File: src/rtl/fp32_divsqrt_issuer_pkg.sv
// Shared types and constants for the fp32 div/sqrt issuer and its recode codec.
// Recoded format: {sign, 9-bit exponent, 23-bit fraction}; exponent 0x100 encodes 2^0.
package fp32_divsqrt_issuer_pkg;

   localparam int REC_W = 33;
   localparam int EXP_W = 8;
   localparam int SIG_W = 24;

   localparam logic [2:0] RM_RNE = 3'd0;
   localparam logic [2:0] RM_RTZ = 3'd1;
   localparam logic [2:0] RM_RDN = 3'd2;
   localparam logic [2:0] RM_RUP = 3'd3;
   localparam logic [2:0] RM_RMM = 3'd4;

   localparam int FLG_NX = 0;
   localparam int FLG_UF = 1;
   localparam int FLG_OF = 2;
   localparam int FLG_DZ = 3;
   localparam int FLG_NV = 4;

   localparam logic [31:0] QNAN         = 32'h7FC0_0000;
   localparam logic [5:0]  WAIT_TIMEOUT = 6'd63;

   typedef enum logic [1:0] {
      ST_IDLE,
      ST_ISSUE,
      ST_WAIT,
      ST_RESP
   } state_t;

endpackage

File: src/rtl/fp32_divsqrt_issuer_if.sv
// Request, engine and response signals of the issuer; master = issuer, slave = its environment.
interface fp32_divsqrt_issuer_if;
   import fp32_divsqrt_issuer_pkg::*;

   logic             req_valid;
   logic             req_sqrt;
   logic [2:0]       req_rm;
   logic             req_tininess;
   logic [31:0]      req_a;
   logic [31:0]      req_b;
   logic             req_ready;

   logic             ds_in_valid;
   logic             ds_sqrt;
   logic [2:0]       ds_rm;
   logic             ds_tininess;
   logic [REC_W-1:0] ds_a;
   logic [REC_W-1:0] ds_b;
   logic             ds_in_ready;
   logic             ds_out_valid_div;
   logic             ds_out_valid_sqrt;
   logic [REC_W-1:0] ds_out;
   logic [4:0]       ds_flags;

   logic             resp_valid;
   logic [31:0]      resp_data;
   logic [4:0]       resp_flags;
   logic             resp_sqrt;
   logic             resp_ready;

   logic             busy;
   logic             timeout;

   modport master (
      input  req_valid, req_sqrt, req_rm, req_tininess, req_a, req_b,
      output req_ready,
      output ds_in_valid, ds_sqrt, ds_rm, ds_tininess, ds_a, ds_b,
      input  ds_in_ready, ds_out_valid_div, ds_out_valid_sqrt, ds_out, ds_flags,
      output resp_valid, resp_data, resp_flags, resp_sqrt,
      input  resp_ready,
      output busy, timeout
   );

   modport slave (
      output req_valid, req_sqrt, req_rm, req_tininess, req_a, req_b,
      input  req_ready,
      input  ds_in_valid, ds_sqrt, ds_rm, ds_tininess, ds_a, ds_b,
      output ds_in_ready, ds_out_valid_div, ds_out_valid_sqrt, ds_out, ds_flags,
      input  resp_valid, resp_data, resp_flags, resp_sqrt,
      output resp_ready,
      input  busy, timeout
   );

endinterface

File: src/rtl/fp32_recode_codec.sv
// Combinational IEEE fp32 <-> recoded converter; TO_REC selects the direction.
// Decode returns a sign-preserving quiet NaN and denormalises tiny results by plain truncation.
module fp32_recode_codec
   import fp32_divsqrt_issuer_pkg::*;
#(
   parameter bit TO_REC = 1'b1,
   parameter int IN_W   = TO_REC ? 32 : REC_W,
   parameter int OUT_W  = TO_REC ? REC_W : 32
) (
   input  logic [IN_W-1:0]  in_dat,
   output logic [OUT_W-1:0] out_dat
);

   function automatic logic [REC_W-1:0] to_rec(input logic [31:0] f);
      logic [EXP_W-1:0] e;
      logic [SIG_W-2:0] m;
      logic [4:0]       lz;
      logic [EXP_W:0]   er;
      logic [SIG_W-2:0] mr;
      e  = f[30:23];
      m  = f[22:0];
      lz = 5'd0;
      for (int i = 0; i < SIG_W - 1; i++) begin
         if (m[i]) lz = 5'(SIG_W - 2 - i);
      end
      if (e == '1) begin
         er = (m != '0) ? 9'h1C0 : 9'h180;
         mr = m;
      end else if (e == '0 && m == '0) begin
         er = '0;
         mr = '0;
      end else if (e == '0) begin
         // shift the leading one out so the hidden bit is implicit, like a normal
         er = 9'd129 - {4'd0, lz};
         mr = m << (lz + 5'd1);
      end else begin
         er = {1'b0, e} + 9'd129;
         mr = m;
      end
      return {f[31], er, mr};
   endfunction

   function automatic logic [31:0] to_ieee(input logic [REC_W-1:0] r);
      logic [EXP_W:0]   er;
      logic [EXP_W:0]   sh;
      logic [SIG_W-1:0] full;
      logic [31:0]      o;
      er   = r[31:23];
      full = {1'b1, r[22:0]};
      sh   = 9'd130 - er;
      case (er[8:6])
         3'b000:  o = {r[32], 31'd0};
         3'b110:  o = {r[32], 8'hFF, 23'd0};
         3'b111:  o = {r[32], QNAN[30:0]};
         default: begin
            if (er < 9'd130) o = {r[32], 8'd0, (sh >= 9'd24) ? 23'd0 : 23'(full >> sh)};
            else             o = {r[32], 8'(er - 9'd129), r[22:0]};
         end
      endcase
      return o;
   endfunction

   generate
      if (TO_REC) begin : g_enc
         assign out_dat = to_rec(in_dat);
      end else begin : g_dec
         assign out_dat = to_ieee(in_dat);
      end
   endgenerate

endmodule

File: src/rtl/fp32_divsqrt_issuer.sv
// Single-outstanding fp32 div/sqrt issuer: ds_in_valid 1 cycle after accept, resp_valid 1 cycle after result.
// Stalls on ds_in_ready/resp_ready; FP32_DIVSQRT_ISSUE_TIMEOUT_EN bounds WAIT at 63 cycles with a qNaN/NV reply.
module fp32_divsqrt_issuer
   import fp32_divsqrt_issuer_pkg::*;
(
   input  logic                  clock,
   input  logic                  reset,
   fp32_divsqrt_issuer_if.master bus
);

   state_t           state_q, state_d;
   logic             sqrt_q, sqrt_d;
   logic [2:0]       rm_q, rm_d;
   logic             tininess_q, tininess_d;
   logic [31:0]      a_q, a_d;
   logic [31:0]      b_q, b_d;
   logic [31:0]      resp_data_q, resp_data_d;
   logic [4:0]       resp_flags_q, resp_flags_d;
   logic [REC_W-1:0] a_rec, b_rec;
   logic [31:0]      res_ieee;
   logic             result_hit;

`ifdef FP32_DIVSQRT_ISSUE_TIMEOUT_EN
   logic [5:0]       wait_cnt_q, wait_cnt_d;
   logic             timeout_q, timeout_d;
`endif

   fp32_recode_codec #(.TO_REC(1'b1)) u_rec_a   (.in_dat(a_q),        .out_dat(a_rec));
   fp32_recode_codec #(.TO_REC(1'b1)) u_rec_b   (.in_dat(b_q),        .out_dat(b_rec));
   fp32_recode_codec #(.TO_REC(1'b0)) u_dec_res (.in_dat(bus.ds_out), .out_dat(res_ieee));

   // only the result of the op we issued may complete it
   assign result_hit = sqrt_q ? bus.ds_out_valid_sqrt : bus.ds_out_valid_div;

   always_comb begin
      state_d      = state_q;
      sqrt_d       = sqrt_q;
      rm_d         = rm_q;
      tininess_d   = tininess_q;
      a_d          = a_q;
      b_d          = b_q;
      resp_data_d  = resp_data_q;
      resp_flags_d = resp_flags_q;
`ifdef FP32_DIVSQRT_ISSUE_TIMEOUT_EN
      wait_cnt_d   = '0;
      timeout_d    = 1'b0;
`endif
      case (state_q)
         ST_IDLE: begin
            if (bus.req_valid) begin
               sqrt_d     = bus.req_sqrt;
               rm_d       = bus.req_rm;
               tininess_d = bus.req_tininess;
               a_d        = bus.req_a;
               b_d        = bus.req_b;
               state_d    = ST_ISSUE;
            end
         end
         ST_ISSUE: begin
            if (bus.ds_in_ready) state_d = ST_WAIT;
         end
         ST_WAIT: begin
            if (result_hit) begin
               resp_data_d  = res_ieee;
               resp_flags_d = bus.ds_flags;
               state_d      = ST_RESP;
            end
`ifdef FP32_DIVSQRT_ISSUE_TIMEOUT_EN
            else if (wait_cnt_q == WAIT_TIMEOUT) begin
               resp_data_d          = QNAN;
               resp_flags_d         = '0;
               resp_flags_d[FLG_NV] = 1'b1;
               timeout_d            = 1'b1;
               state_d              = ST_RESP;
            end else begin
               wait_cnt_d = wait_cnt_q + 6'd1;
            end
`endif
         end
         ST_RESP: begin
            if (bus.resp_ready) state_d = ST_IDLE;
         end
         default: state_d = ST_IDLE;
      endcase
   end

   always_ff @(posedge clock or posedge reset) begin
      if (reset) begin
         state_q      <= ST_IDLE;
         sqrt_q       <= 1'b0;
         rm_q         <= '0;
         tininess_q   <= 1'b0;
         a_q          <= '0;
         b_q          <= '0;
         resp_data_q  <= '0;
         resp_flags_q <= '0;
      end else begin
         state_q      <= state_d;
         sqrt_q       <= sqrt_d;
         rm_q         <= rm_d;
         tininess_q   <= tininess_d;
         a_q          <= a_d;
         b_q          <= b_d;
         resp_data_q  <= resp_data_d;
         resp_flags_q <= resp_flags_d;
      end
   end

`ifdef FP32_DIVSQRT_ISSUE_TIMEOUT_EN
   always_ff @(posedge clock or posedge reset) begin
      if (reset) begin
         wait_cnt_q <= '0;
         timeout_q  <= 1'b0;
      end else begin
         wait_cnt_q <= wait_cnt_d;
         timeout_q  <= timeout_d;
      end
   end
   assign bus.timeout = timeout_q;
`else
   assign bus.timeout = 1'b0;
`endif

   assign bus.req_ready   = (state_q == ST_IDLE);
   assign bus.busy        = (state_q != ST_IDLE);
   assign bus.ds_in_valid = (state_q == ST_ISSUE);
   assign bus.ds_sqrt     = sqrt_q;
   assign bus.ds_rm       = rm_q;
   assign bus.ds_tininess = tininess_q;
   assign bus.ds_a        = a_rec;
   assign bus.ds_b        = b_rec;
   assign bus.resp_valid  = (state_q == ST_RESP);
   assign bus.resp_data   = resp_data_q;
   assign bus.resp_flags  = resp_flags_q;
   assign bus.resp_sqrt   = sqrt_q;

endmodule

File: src/flat_wrapper.sv
// flat-port wrapper written by rule: the top's interface ports become plain ports
module fp32_divsqrt_issuer_flat import fp32_divsqrt_issuer_pkg::*;
  (clock, reset, bus_req_valid, bus_req_sqrt, bus_req_rm, bus_req_tininess, bus_req_a, bus_req_b, bus_req_ready, bus_ds_in_valid, bus_ds_sqrt, bus_ds_rm, bus_ds_tininess, bus_ds_a, bus_ds_b, bus_ds_in_ready, bus_ds_out_valid_div, bus_ds_out_valid_sqrt, bus_ds_out, bus_ds_flags, bus_resp_valid, bus_resp_data, bus_resp_flags, bus_resp_sqrt, bus_resp_ready, bus_busy, bus_timeout);
  fp32_divsqrt_issuer_if bus_i ();
  input  logic clock;
  input  logic reset;
  input wire logic [$bits(bus_i.req_valid)-1:0] bus_req_valid;
  input wire logic [$bits(bus_i.req_sqrt)-1:0] bus_req_sqrt;
  input wire logic [$bits(bus_i.req_rm)-1:0] bus_req_rm;
  input wire logic [$bits(bus_i.req_tininess)-1:0] bus_req_tininess;
  input wire logic [$bits(bus_i.req_a)-1:0] bus_req_a;
  input wire logic [$bits(bus_i.req_b)-1:0] bus_req_b;
  output wire logic [$bits(bus_i.req_ready)-1:0] bus_req_ready;
  output wire logic [$bits(bus_i.ds_in_valid)-1:0] bus_ds_in_valid;
  output wire logic [$bits(bus_i.ds_sqrt)-1:0] bus_ds_sqrt;
  output wire logic [$bits(bus_i.ds_rm)-1:0] bus_ds_rm;
  output wire logic [$bits(bus_i.ds_tininess)-1:0] bus_ds_tininess;
  output wire logic [$bits(bus_i.ds_a)-1:0] bus_ds_a;
  output wire logic [$bits(bus_i.ds_b)-1:0] bus_ds_b;
  input wire logic [$bits(bus_i.ds_in_ready)-1:0] bus_ds_in_ready;
  input wire logic [$bits(bus_i.ds_out_valid_div)-1:0] bus_ds_out_valid_div;
  input wire logic [$bits(bus_i.ds_out_valid_sqrt)-1:0] bus_ds_out_valid_sqrt;
  input wire logic [$bits(bus_i.ds_out)-1:0] bus_ds_out;
  input wire logic [$bits(bus_i.ds_flags)-1:0] bus_ds_flags;
  output wire logic [$bits(bus_i.resp_valid)-1:0] bus_resp_valid;
  output wire logic [$bits(bus_i.resp_data)-1:0] bus_resp_data;
  output wire logic [$bits(bus_i.resp_flags)-1:0] bus_resp_flags;
  output wire logic [$bits(bus_i.resp_sqrt)-1:0] bus_resp_sqrt;
  input wire logic [$bits(bus_i.resp_ready)-1:0] bus_resp_ready;
  output wire logic [$bits(bus_i.busy)-1:0] bus_busy;
  output wire logic [$bits(bus_i.timeout)-1:0] bus_timeout;
  assign bus_i.req_valid = bus_req_valid;
  assign bus_i.req_sqrt = bus_req_sqrt;
  assign bus_i.req_rm = bus_req_rm;
  assign bus_i.req_tininess = bus_req_tininess;
  assign bus_i.req_a = bus_req_a;
  assign bus_i.req_b = bus_req_b;
  assign bus_req_ready = bus_i.req_ready;
  assign bus_ds_in_valid = bus_i.ds_in_valid;
  assign bus_ds_sqrt = bus_i.ds_sqrt;
  assign bus_ds_rm = bus_i.ds_rm;
  assign bus_ds_tininess = bus_i.ds_tininess;
  assign bus_ds_a = bus_i.ds_a;
  assign bus_ds_b = bus_i.ds_b;
  assign bus_i.ds_in_ready = bus_ds_in_ready;
  assign bus_i.ds_out_valid_div = bus_ds_out_valid_div;
  assign bus_i.ds_out_valid_sqrt = bus_ds_out_valid_sqrt;
  assign bus_i.ds_out = bus_ds_out;
  assign bus_i.ds_flags = bus_ds_flags;
  assign bus_resp_valid = bus_i.resp_valid;
  assign bus_resp_data = bus_i.resp_data;
  assign bus_resp_flags = bus_i.resp_flags;
  assign bus_resp_sqrt = bus_i.resp_sqrt;
  assign bus_i.resp_ready = bus_resp_ready;
  assign bus_busy = bus_i.busy;
  assign bus_timeout = bus_i.timeout;
  fp32_divsqrt_issuer u_core (.clock(clock), .reset(reset), .bus(bus_i));
endmodule
File: config.mk
export PLATFORM = sky130hd
export DESIGN_NAME = fp32_divsqrt_issuer_flat
export DESIGN_NICKNAME = d
export VERILOG_FILES = /design/src/rtl/fp32_divsqrt_issuer_pkg.sv /design/src/rtl/fp32_divsqrt_issuer_if.sv /design/src/rtl/fp32_recode_codec.sv /design/src/rtl/fp32_divsqrt_issuer.sv /design/src/flat_wrapper.sv
export SDC_FILE = /design/constraint.sdc
export NUM_CORES = 1
export LEC_CHECK = 0
export ABC_AREA = 1
export BUFFER_PORTS_ARGS = -buffer_cell sky130_fd_sc_hd__buf_2
export CAP_MARGIN = 25
export CORE_MARGIN = 2
export CORE_UTILIZATION = 60
export DETAILED_ROUTE_END_ITERATION = 8
export PLACE_DENSITY = 0.95
export SYNTH_ARGS = -nofsm -noshare
export SYNTH_HDL_FRONTEND = slang
export SYNTH_SLANG_ARGS = --single-unit
File: constraint.sdc
create_clock -name clock -period 5.9 [get_ports clock]
set_input_delay 0 -clock clock [delete_from_list [all_inputs] [get_ports clock]]
set_output_delay 0 -clock clock [all_outputs]
set_load 0.03 [all_outputs]
==> run summary <==
The design draws between 6 and 7 mW. In the final layout, the share of cells above drive strength 1 is 0.164. The worst setup path is launched from a flop. Among all stages on the critical path, the largest delay is contributed by sky130_fd_sc_hd__inv_1. The total via count in the routed design is 13009. The first routing iteration left 2037 violations.

The maximum buffer depth of the clock tree is 2. The global-route wire length before repair came out at 60600 um. The maximum number of pins on one net before global-route repair is 76.

The number of nets produced by synthesis came out at 1738. The post-layout minimum cycle time came out at between 4 and 5 ns. The clock sink count came out at 108. Once placement finished, the instance area stood at ~11000 sq um.

The number of hold violations in the final report was 0. The run finished with clean final reports. Routability-driven placement finished with a final weighted congestion of 1.06.

The worst stage delay on the critical path came out at 0.60 ns. The leftover overflow at the end of global routing is 0. The clock latency at the later pin of the worst-skew pair is 0.36 ns. Buffers placed on the I/O ports in this run total between 200 and 250. The most used flip-flop cell after synthesis is sky130_fd_sc_hd__dfrtp_1. The post-synthesis register bit count is 108. For this run, the total global-route usage over all layers was measured as 0.426. The final instance area came out at roughly 12000 sq um. The worst setup path is captured at a primary output. The worst IR drop on VDD came out at between 0.3 and 0.4 mV. Among the stages of the critical path, the cell type that occurs most often is sky130_fd_sc_hd__nand2_1. The via-per-instance ratio is 6.24. For this run, design rule violations remaining after detail routing come to 0.

The core occupancy in the finished layout came out at 0.759. The quantity of gates resized following cts is 0. The total clock buffers created by CTS is 9. The initial cell density of the core is 0.617. The final number of max-transition violations came out at 0. The number of antenna-violating nets in the routed design is 0. The clock transition time at the flip-flop clock pins of the worst setup and hold paths is around 0.07 ns. The highest fanout seen on the critical path came out at 26.

The count of warnings emitted by yosys is 0. The die is between 100 and 150 um wide. The number of setup buffers added after CTS came out at 0. The cell count after synthesis came out at 1609. The worst slew margin relative to its limit is 0.308.

The floorplan core area came out at 15900 sq um. At the pin with the least slew margin, the transition time is 1.04 ns. The sequential area share after synthesis came out at 0.275. The sum of negative setup slack is 0 ns. The number of nets in the finished design came out at 1990.

The fraction of post-synthesis cell area in the top cell type by area is 0.275. The average cell area after synthesis is 6.11 sq um. The critical path in this run is classified as reg2out. The area growth from synthesis to layout is 23.1%. The number of global-route vias before repair was 12132. The full die area came out at 17400 sq um. The part of the cycle the worst path needs came out at 0.837. The HPWL after detailed placement came out at about 26000 um.

The required time of the worst setup path is 5.90 ns. In this run the count of I/O pins placed on the die edge is around 230. Setup violations remaining at the end of the flow were counted as 0. The height of the chip is 132 um. TritonCTS built the clock tree.

Setup repair after global routing left no endpoint under its margin. In this run the power density over the cells is 571 nW/um^2. After synthesis the cells add up to 9840 sq um. The synthesized netlist contains 52 unique library cells. For the worst setup path, the data arrival time is 4.94 ns. The type of the worst min-delay path is in2reg. The final setup skew is 0.0109 ns. The number of antenna violations at the first check in global routing came out at 1. The total of hold buffers inserted after clock tree synthesis came out at 83.

The highest achievable clock rate came out at approximately 200 MHz. The number of synthesized flops with an enable pin is 0. Timing analysis after detailed placement gives a worst setup slack of 1.67 ns.

The async set-or-reset flop fraction in the synthesized netlist is 1.00. The commonest cells after synthesis are 381 x sky130_fd_sc_hd__nand2_1, 285 x sky130_fd_sc_hd__nand3_1, 179 x sky130_fd_sc_hd__nor2_1. The number of standard-cell rows in the floorplan came out at 46. The max-cap check violation count is 0.

After detailed routing, the average wire length per cell comes to 18.1 um. Yosys attributes the largest share of cell area to sky130_fd_sc_hd__dfrtp_1 27%, sky130_fd_sc_hd__nand2_1 15%, sky130_fd_sc_hd__nand3_1 14%. The cell at the root of the clock tree is sky130_fd_sc_hd__clkbuf_16.

The routed design has roughly 38000 um of wire. In this run the number of H-tree levels came out at 3. Setup slack on the critical path of the routed design comes to 0.960 ns. The count of TritonRoute iterations in the first routing pass is 7. For this design the static power due to leakage is 6.22 nW. The cell type contributing the most total cell area after synthesis is sky130_fd_sc_hd__dfrtp_1. The most common cell in the synthesized netlist is sky130_fd_sc_hd__nand2_1.
## state kept, by name, summed over array words and instances, names as in the netlist
signal                  count
u_core.bus.ds_sqrt          1
u_core.b_q                 32
u_core.a_q                 32
u_core.bus.ds_rm            3
u_core.state_q              2
u_core.bus.resp_flags       5
u_core.bus.ds_tininess      1
u_core.bus.resp_data       32
## per-layer routing
layer,part of all wire,global-route usage,up-vias
met3,0.11,0.0892,217
met2,0.45,0.680,1012
met5,0,0,-
met1,0.37,0.537,5913
met4,0.063,0.247,0
li1,-,-,5867
## stage by stage
step / instances / hold slack, ns
floorplan: 1609 / 0.117
global placement: 1983 / 0.147
detailed placement: 1983 / 0.158
CTS: 2082 / 0.00422
global route: 2083 / 0.0324
finish: 2084 / 0.0129
## power by group
group / switching, mW / leakage [nW] / internal, mW
combinational: 3.40 / 4.86 / 1.45
clock: 0.314 / 0.134 / 0.305
sequential: 0.362 / 1.23 / 1.08
total: 4.07 / 6.22 / 2.84
## cell type report
type	count	area, sq um
Timing Repair Buffer	321	2050
Clock inverter	5	43.8
Tap cell	216	270
Multi-Input combinational cell	1253	6150
Fill cell	1217	3840
Clock buffer	11	243
Sequential cell	108	2700
Antenna cell	2	5.00
Inverter	168	641
## worst max-delay path, delay by kind of cell, from the launching register on
| family | cells | cell delay [ns] |
|---|---|---|
| simple gates | 24 | 2.26 |
| fa+ha+maj | 1 | 0.38 |
| compound gates | 1 | 0.26 |
| buf+inv | 4 | 1.24 |
| flops | 1 | 0.40 |
## kinds of logic (layout without fill, tap and decap cells)
kind of cell,count (synthesis),after routing,synth area share
muxes,14,14,0.0151
DFF,108,108,0.275
adders and majority gates,15,15,0.0191
AOI/OAI and AO/OA,305,305,0.174
other,1,3,0.000381
buffers and inverters,248,505,0.103
xor gates and xnor gates,9,9,0.00878
and+or+nand+nor,909,909,0.405
## final timing paths
path | start | end | slack (ns) | depth (start not counted)
worst min register to register | u_core.bus.resp_flags[3]$_DFFE_PP0P_ | u_core.bus.resp_flags[3]$_DFFE_PP0P_ | 0.49 | 2
max in group asynchronous | reset | u_core.b_q[12]$_DFFE_PP0P_ | 4.37 | 4
worst min-delay path | bus_ds_out[7] | u_core.bus.resp_data[7]$_DFFE_PP0P_ | 0.01 | 3
min in group asynchronous | reset | u_core.bus.resp_flags[3]$_DFFE_PP0P_ | 0.33 | 3
worst max register to register | u_core.state_q[0]$_DFFE_PP0P_ | u_core.bus.resp_data[15]$_DFFE_PP0P_ | 2.61 | 9
worst max-delay path | u_core.b_q[3]$_DFFE_PP0P_ | bus_ds_b[6] | 0.96 | 30
## cells in the final DEF (no fill, tap or decap), drive strengths merged, types with 13 or more instances in the layout
cell,count
ha,15
nand3,287
dfrtp,108
buf,238
nor2,189
nor3,21
inv,169
o22ai,13
o21ai,101
dlygate4sd3,83
a21oi,134
nand2,390
No activity file was read; power rests on OpenSTA's default activity.
